===== src/rtl/wb_regfile.sv =====
// Writeback stage: selects the MEM/WB result, commits it to the register file, and serves two bypassed read ports.
// Latency: 0 cycles to read ports through the bypass, 1 edge to the array. No backpressure: every valid write is accepted.
module wb_regfile #(
  parameter int ASIZE = 5,
  parameter int DSIZE = 32,
  parameter int ISIZE = 32,
  parameter int CNT_W = 32
) (
  input  logic             clk,
  input  logic             rst,
  input  logic [ASIZE-1:0] waddr,
  input  logic [DSIZE-1:0] dmrdata,
  input  logic [DSIZE-1:0] aluout,
  input  logic             wen,
  input  logic             memtoreg,
  input  logic             jal,
  input  logic [ISIZE-1:0] nPC,
  input  logic [ASIZE-1:0] raddr_a,
  input  logic [ASIZE-1:0] raddr_b,
  output logic [DSIZE-1:0] rdata_a,
  output logic [DSIZE-1:0] rdata_b,
  output logic [DSIZE-1:0] wb_data,
  output logic             wb_valid,
  output logic [CNT_W-1:0] retire_cnt,
  output logic [ASIZE-1:0] last_waddr,
  output logic [DSIZE-1:0] last_wdata
);

  localparam int DEPTH = 1 << ASIZE;

  typedef struct packed {
    logic [ASIZE-1:0] addr;
    logic [DSIZE-1:0] data;
  } commit_t;

  logic [DSIZE-1:0] regs [DEPTH];
  logic [DSIZE-1:0] link_data;
  commit_t          last_commit;

  // Link address is zero-extended or truncated to the register width.
  generate
    if (ISIZE >= DSIZE) begin : g_link_trunc
      assign link_data = nPC[DSIZE-1:0];
    end else begin : g_link_ext
      assign link_data = {{(DSIZE-ISIZE){1'b0}}, nPC};
    end
  endgenerate

  always_comb begin
    wb_data = aluout;
    if (jal) begin
      wb_data = link_data;
    end else if (memtoreg) begin
      wb_data = dmrdata;
    end
  end

  assign wb_valid = wen && (waddr != '0);

  // Bypass stays live during reset; only the commit itself is suppressed.
  always_comb begin
    rdata_a = '0;
    if (raddr_a != '0) begin
      if (wb_valid && (raddr_a == waddr)) begin
        rdata_a = wb_data;
      end else begin
        rdata_a = regs[raddr_a];
      end
    end
  end

  always_comb begin
    rdata_b = '0;
    if (raddr_b != '0) begin
      if (wb_valid && (raddr_b == waddr)) begin
        rdata_b = wb_data;
      end else begin
        rdata_b = regs[raddr_b];
      end
    end
  end

  always_ff @(posedge clk) begin
    if (!rst) begin
      for (int i = 0; i < DEPTH; i++) begin
        regs[i] <= '0;
      end
      retire_cnt  <= '0;
      last_commit <= '0;
    end else if (wb_valid) begin
      regs[waddr]      <= wb_data;
      retire_cnt       <= retire_cnt + 1'b1;
      last_commit.addr <= waddr;
      last_commit.data <= wb_data;
    end
  end

  assign last_waddr = last_commit.addr;
  assign last_wdata = last_commit.data;

endmodule


===== config.mk =====
export PLATFORM = sky130hd
export DESIGN_NAME = wb_regfile
export DESIGN_NICKNAME = d
export VERILOG_FILES = /design/src/rtl/wb_regfile.sv
export SDC_FILE = /design/constraint.sdc
export NUM_CORES = 2
export LEC_CHECK = 0
export ABC_CLOCK_PERIOD_IN_PS = 3490
export CORE_AREA = 2 2 437 439
export CTS_BUF_LIST = sky130_fd_sc_hd__clkbuf_8 sky130_fd_sc_hd__clkbuf_16
export DETAILED_ROUTE_END_ITERATION = 8
export DIE_AREA = 0 0 439 441
export HOLD_SLACK_MARGIN = 0.08
export SYNTH_ARGS = -nofsm -noshare
export SYNTH_HDL_FRONTEND = slang
export SYNTH_SLANG_ARGS = --single-unit

===== constraint.sdc =====
create_clock -name clk -period 3.49 [get_ports clk]
set_clock_uncertainty 0.2 [all_clocks]
set_input_delay 0.698 -clock clk [delete_from_list [all_inputs] [get_ports clk]]
set_output_delay 0.698 -clock clk [all_outputs]
set_load 0.01 [all_outputs]

# After elaboration in Yosys (flattened, before gate mapping)
# Memory sizes are Yosys's and may differ from the RTL's.
# Cells that the tools add are included.
[word_totals] regBits=69 mem_bits_rw=1024 input_bits=116 output_inout_bits=166 memories=1
[memory_table] memory="regs" words=32 width=32 read_ports=2 rd_clocked_by_memory_dff=0 write_ports=32 line="36" rtl="logic [DSIZE-1:0] regs [DEPTH];"
[classes] n_addsub=1 n_eq_ne=2 mux=13 n_reduce_logical=7
[op_table] op="32-bit two-way mux" count=7
[op_table] op="32-bit by 1-bit adder with 32-bit output (second input constant)" count=1
[op_table] op="32-bit OR reduction" count=1
[op_table] op="5-bit nonzero test" count=3
[op_table] op="5-bit equality test" count=2
[op_table] op="1-bit two-way mux" count=5
[op_table] op="5-bit two-way mux" count=1
[op_table] op="1-bit logical AND" count=3

# Logic depth before layout (Yosys ltp)
[depth] depth_word=7 depth_mapped=11 mapped_depth_nobuf=7

# Least setup slack after synthesis
# No wires, ideal clock.
[synth_timing] path_type="input to output" from="input raddr_a[0]" to="output rdata_a[12]" arrival_time_ns=2.508 slack_ns=0.084 stages=9 cell_sequence="buf_4 > buf_8 > buf_6 > buf_2 > mux4_2 > a22oi_1 > a21oi_1 > o21ai_0 > o21ai_0"
[synth_via] elab_chain_len=4
[synth_rtl] item="from (decl)" line="18" rtl="input logic [ASIZE-1:0] raddr_a,"
[synth_rtl] item="branches (longest 3 deep; another with memory 32 x 32 bit)"
[synth_rtl] item="32-bit two-way mux (*)" line="63" rtl="if (raddr_a != '0) begin"
[synth_rtl] item="to (decl)" line="20" rtl="output logic [DSIZE-1:0] rdata_a,"
# Every way passes the cells marked *.

# Worst setup path in the final report
[layout_timing] from="input raddr_a[0]" to="output rdata_a[23]"
# The elaborated chain is that of the path after synthesis.

==> run summary <==
top cell type's share of synthesized area = 0.545
post-layout net count = 5139
share of final-layout standard cells stronger than drive strength 1 = 0.377
clock insertion delay at the later pin of the skew report = 0.74 ns
commonest non-fill, non-tap cell in the layout = sky130_fd_sc_hd__nor2_1
slack of the critical path = -0.340 ns
cell count after synthesis = 4226
TritonCTS clock tree = done
layout-stage area growth over the synthesis result = 35.4%
Routed wire per std cell = 31.3 um
highest attainable clock frequency = 261 MHz
critical path capture point type = output port
post-synthesis async set-or-reset flop share = 0
headroom to the max-slew limit = 0.380
violated checks = setup timing
total of endpoints with negative setup slack in the final report = 59
final max-slew violation count = 0
largest area contributor in the netlist = sky130_fd_sc_hd__edfxtp_1
drt drc = 0
number of antenna-violating nets in the routed design = 0
Die X = 439 um
IR Drop Worst-Case VDD = 386 uV
setup repair after global routing missed its margin = true
endpoint required time on the critical path = 2.59 ns
hpwl dp = 155000 um
result of the run = finished with violations
routed wire length = 239000 um
fin crit period = 3.83 ns
post-synthesis sequential area ratio = 0.569
maximum number of pins on one net before global-route repair = 72
combined area of all synthesized cells = 0.0564 mm2
Final Hold Viols = 0
Clock Power Share = 0.352
number of global-route vias before repair = 43800
EDFF count, synth = 1024
Critical Path Start Type = primary input
leakage dissipation = 27.9 nW
Vias/cell = 5.79
overall via count from detail_route = 44200
Initial DRC Count = 6846
IO Port Bufs = 281
number of maximum-capacitance constraint violations = 0
GRT Overall Usage = 0.241
Max clock buf depth = 3
area after detailed placement = 0.0678 mm2
power spent charging and discharging nets = 9.30 mW
Post-Syn Area per Cell = 13.4 um2
area occupied by multi-input gates = 0.0249 mm2
final design instance area without fill = 0.0764 mm2
area of the die = 0.194 mm2
count of synthesis-stage warnings from yosys = 0
global-route wire length before repair = 331000 um
part of the total power dissipated in combinational logic = 0.196
# rows = 160
core outline area = 0.189 mm2
CP max FO = 6
antenna violations before repair = 3
number of hold-repair buffers added at the cts stage = 0
clock slew at the register clock pins of the worst setup and hold paths = 0.07 ns
ports placed on the boundary = 282
number of buffers inserted during clock tree synthesis = 111
buffer cell driving the clock tree root = sky130_fd_sc_hd__clkbuf_16
setup total negative slack = -9.54 ns
number of different library cells in the post-synthesis netlist = 63
cell types with the largest area share after synthesis = sky130_fd_sc_hd__edfxtp_1 (54%), sky130_fd_sc_hd__mux4_2 (18%), sky130_fd_sc_hd__nor2_1 (7.7%)
fraction of the cycle the final worst path needs = 1.10
commonest non-fill, non-tap cells in the layout = sky130_fd_sc_hd__nor2_1 (1145), sky130_fd_sc_hd__edfxtp_1 (1024), sky130_fd_sc_hd__mux4_2 (455)
CP arrival = 2.93 ns
number of H-tree levels = 3
leading register cell type out of synthesis = sky130_fd_sc_hd__edfxtp_1
cell internal pwr = 24.8 mW
Crit-path slowest cell = sky130_fd_sc_hd__mux4_2
worst hold-check path type = primary input to register
power density relative to cell area = 446 mW/mm2
number of search-and-repair iterations in the first detailed-routing pass = 6
CP max stage delay = 0.53 ns
Starting Density = 0.298
crit-path cells = buf_16 -> buf_6 -> buf_16 -> buf_12 -> buf_12 -> mux4_2 -> mux4_2 -> a22oi_2 -> buf_4 -> a21oi_2 -> buf_2
Flop pwr share = 0.452
die height = 441 um
sw frac = 0.273
register cell area after layout = 0.0321 mm2
startpoint-to-endpoint class of the critical path = primary input to output port
flip-flop and latch count after synthesis = 1093
routability-driven placement congestion ratio = 0.924
leftover overflow at the end of global routing = 0
slew at the pin with the worst max-slew slack = 0.923 ns
number of inserted filler cells in the final layout = 17300
TritonCTS sink count = 1093
path summary, 6_finish.rpt:
| check | start | slack [ns] | depth (start not counted) | to |
|---|---|---|---|---|
| worst max-delay path | raddr_a[0] | -0.34 | 11 | rdata_a[23] |
| worst min-delay path | rst | 0.27 | 3 | last_waddr[0]$_SDFFE_PN0P_ |
| worst max register to register | retire_cnt[4]$_SDFFE_PN0P_ | 0.94 | 6 | retire_cnt[18]$_SDFFE_PN0P_ |
| worst min register to register | last_waddr[3]$_SDFFE_PN0P_ | 0.28 | 2 | last_waddr[3]$_SDFFE_PN0P_ |
registers in the layout, summed over array words and instances (netlist names):
name / count
last_waddr: 5
last_wdata: 32
regs: 1024
retire_cnt: 32
synthesized netlist by cell type (5+ instances only):
| cell | n |
|---|---|
| sky130_fd_sc_hd__or2_2 | 7 |
| sky130_fd_sc_hd__xnor2_1 | 13 |
| sky130_fd_sc_hd__o22ai_1 | 10 |
| sky130_fd_sc_hd__buf_2 | 50 |
| sky130_fd_sc_hd__nand2_1 | 166 |
| sky130_fd_sc_hd__edfxtp_1 | 1024 |
| sky130_fd_sc_hd__nand4_1 | 12 |
| sky130_fd_sc_hd__and2_1 | 16 |
| sky130_fd_sc_hd__a221o_1 | 13 |
| sky130_fd_sc_hd__nor2b_1 | 8 |
| sky130_fd_sc_hd__clkbuf_1 | 299 |
| sky130_fd_sc_hd__buf_8 | 5 |
| sky130_fd_sc_hd__a21oi_1 | 118 |
| sky130_fd_sc_hd__buf_4 | 28 |
| sky130_fd_sc_hd__o221ai_1 | 8 |
| sky130_fd_sc_hd__a221oi_1 | 91 |
| sky130_fd_sc_hd__a22oi_1 | 30 |
| sky130_fd_sc_hd__a211oi_1 | 23 |
| sky130_fd_sc_hd__o211ai_1 | 13 |
| sky130_fd_sc_hd__nor2_1 | 1158 |
| sky130_fd_sc_hd__o31ai_1 | 10 |
| sky130_fd_sc_hd__dfxtp_1 | 69 |
| sky130_fd_sc_hd__nand3_1 | 62 |
| sky130_fd_sc_hd__a21boi_0 | 6 |
| sky130_fd_sc_hd__mux2i_1 | 271 |
| sky130_fd_sc_hd__inv_1 | 39 |
| sky130_fd_sc_hd__o21ai_0 | 67 |
| sky130_fd_sc_hd__and4_1 | 5 |
| sky130_fd_sc_hd__mux4_2 | 455 |
| sky130_fd_sc_hd__buf_1 | 19 |
| sky130_fd_sc_hd__nor3_1 | 16 |
| sky130_fd_sc_hd__nand2b_1 | 6 |
| sky130_fd_sc_hd__buf_6 | 23 |
| sky130_fd_sc_hd__xor2_1 | 26 |
worst max-delay path, delay by kind of cell:
kind | cells | cell delay [ns]
mux | 2 | 1.02
buf+inv | 7 | 0.93
compound gates | 2 | 0.25
repair_timing:
action,4_1_cts,5_1_grt
pin swaps,172,111
cloned,29,3
setup buffers,170,43
setup endpoints to repair,66,67
resized for setup,827,191
stage by stage:
| stage | setup WS (ns) | instances | hold WS (ns) | utilization | total power [mW] |
|---|---|---|---|---|---|
| 2_1_floorplan | 0.0839 | 4257 | 0.281 | - | 18.2 |
| 3_3_place_gp | -1.30 | 7232 | 0.254 | 0.358 | 21.3 |
| 3_5_place_dp | -1.31 | 7232 | 0.260 | 0.358 | 21.4 |
| 4_1_cts | -0.301 | 7611 | 0.232 | 0.400 | 33.8 |
| 5_1_grt | -0.343 | 7628 | 0.270 | 0.404 | 34.8 |
| 6_report | -0.340 | 7631 | 0.269 | 0.404 | 34.1 |
power groups by stage:
stage / Combinational [mW] / Clock, mW / Sequential, mW
after detailed placement: 5.75 / 0 / 15.6
after global routing: 6.85 / 12.5 / 15.5
after floorplan: 2.71 / 0 / 15.5
after global placement: 5.73 / 0 / 15.6
after CTS: 6.41 / 12.0 / 15.4
final: 6.68 / 12.0 / 15.4
final cells by class:
| cell class | count | area share |
|---|---|---|
| clock buffer | 118 | 0.0382 |
| antenna | 3 | 0.0000982 |
| tap | 2511 | 0.0411 |
| inverter | 45 | 0.00237 |
| multi-input combinational | 2693 | 0.326 |
| clock inverter | 90 | 0.00870 |
| timing repair buffer | 1078 | 0.163 |
| sequential | 1093 | 0.421 |
cell families (layout without fill, tap and decap cells):
kind of cell	count (synthesis)	in the layout	synth area share
fa+ha+maj	1	1	0.000222
flops	1093	1093	0.569
compound gates	421	421	0.0515
simple gates	1471	1471	0.103
mux	729	729	0.230
other cells	1	35	0.0000665
buf+inv	471	1331	0.0389
xor+xnor	39	39	0.00605
per-layer routing:
metal  part of all wire  global-route usage  vias up
met4              0.077               0.163        0
met2               0.47               0.386     3373
met1               0.33               0.285    22500
met5                  0                   0        -
li1                   -                   -    17600
met3               0.12              0.0649      769
(Power assumes the default switching activity.)
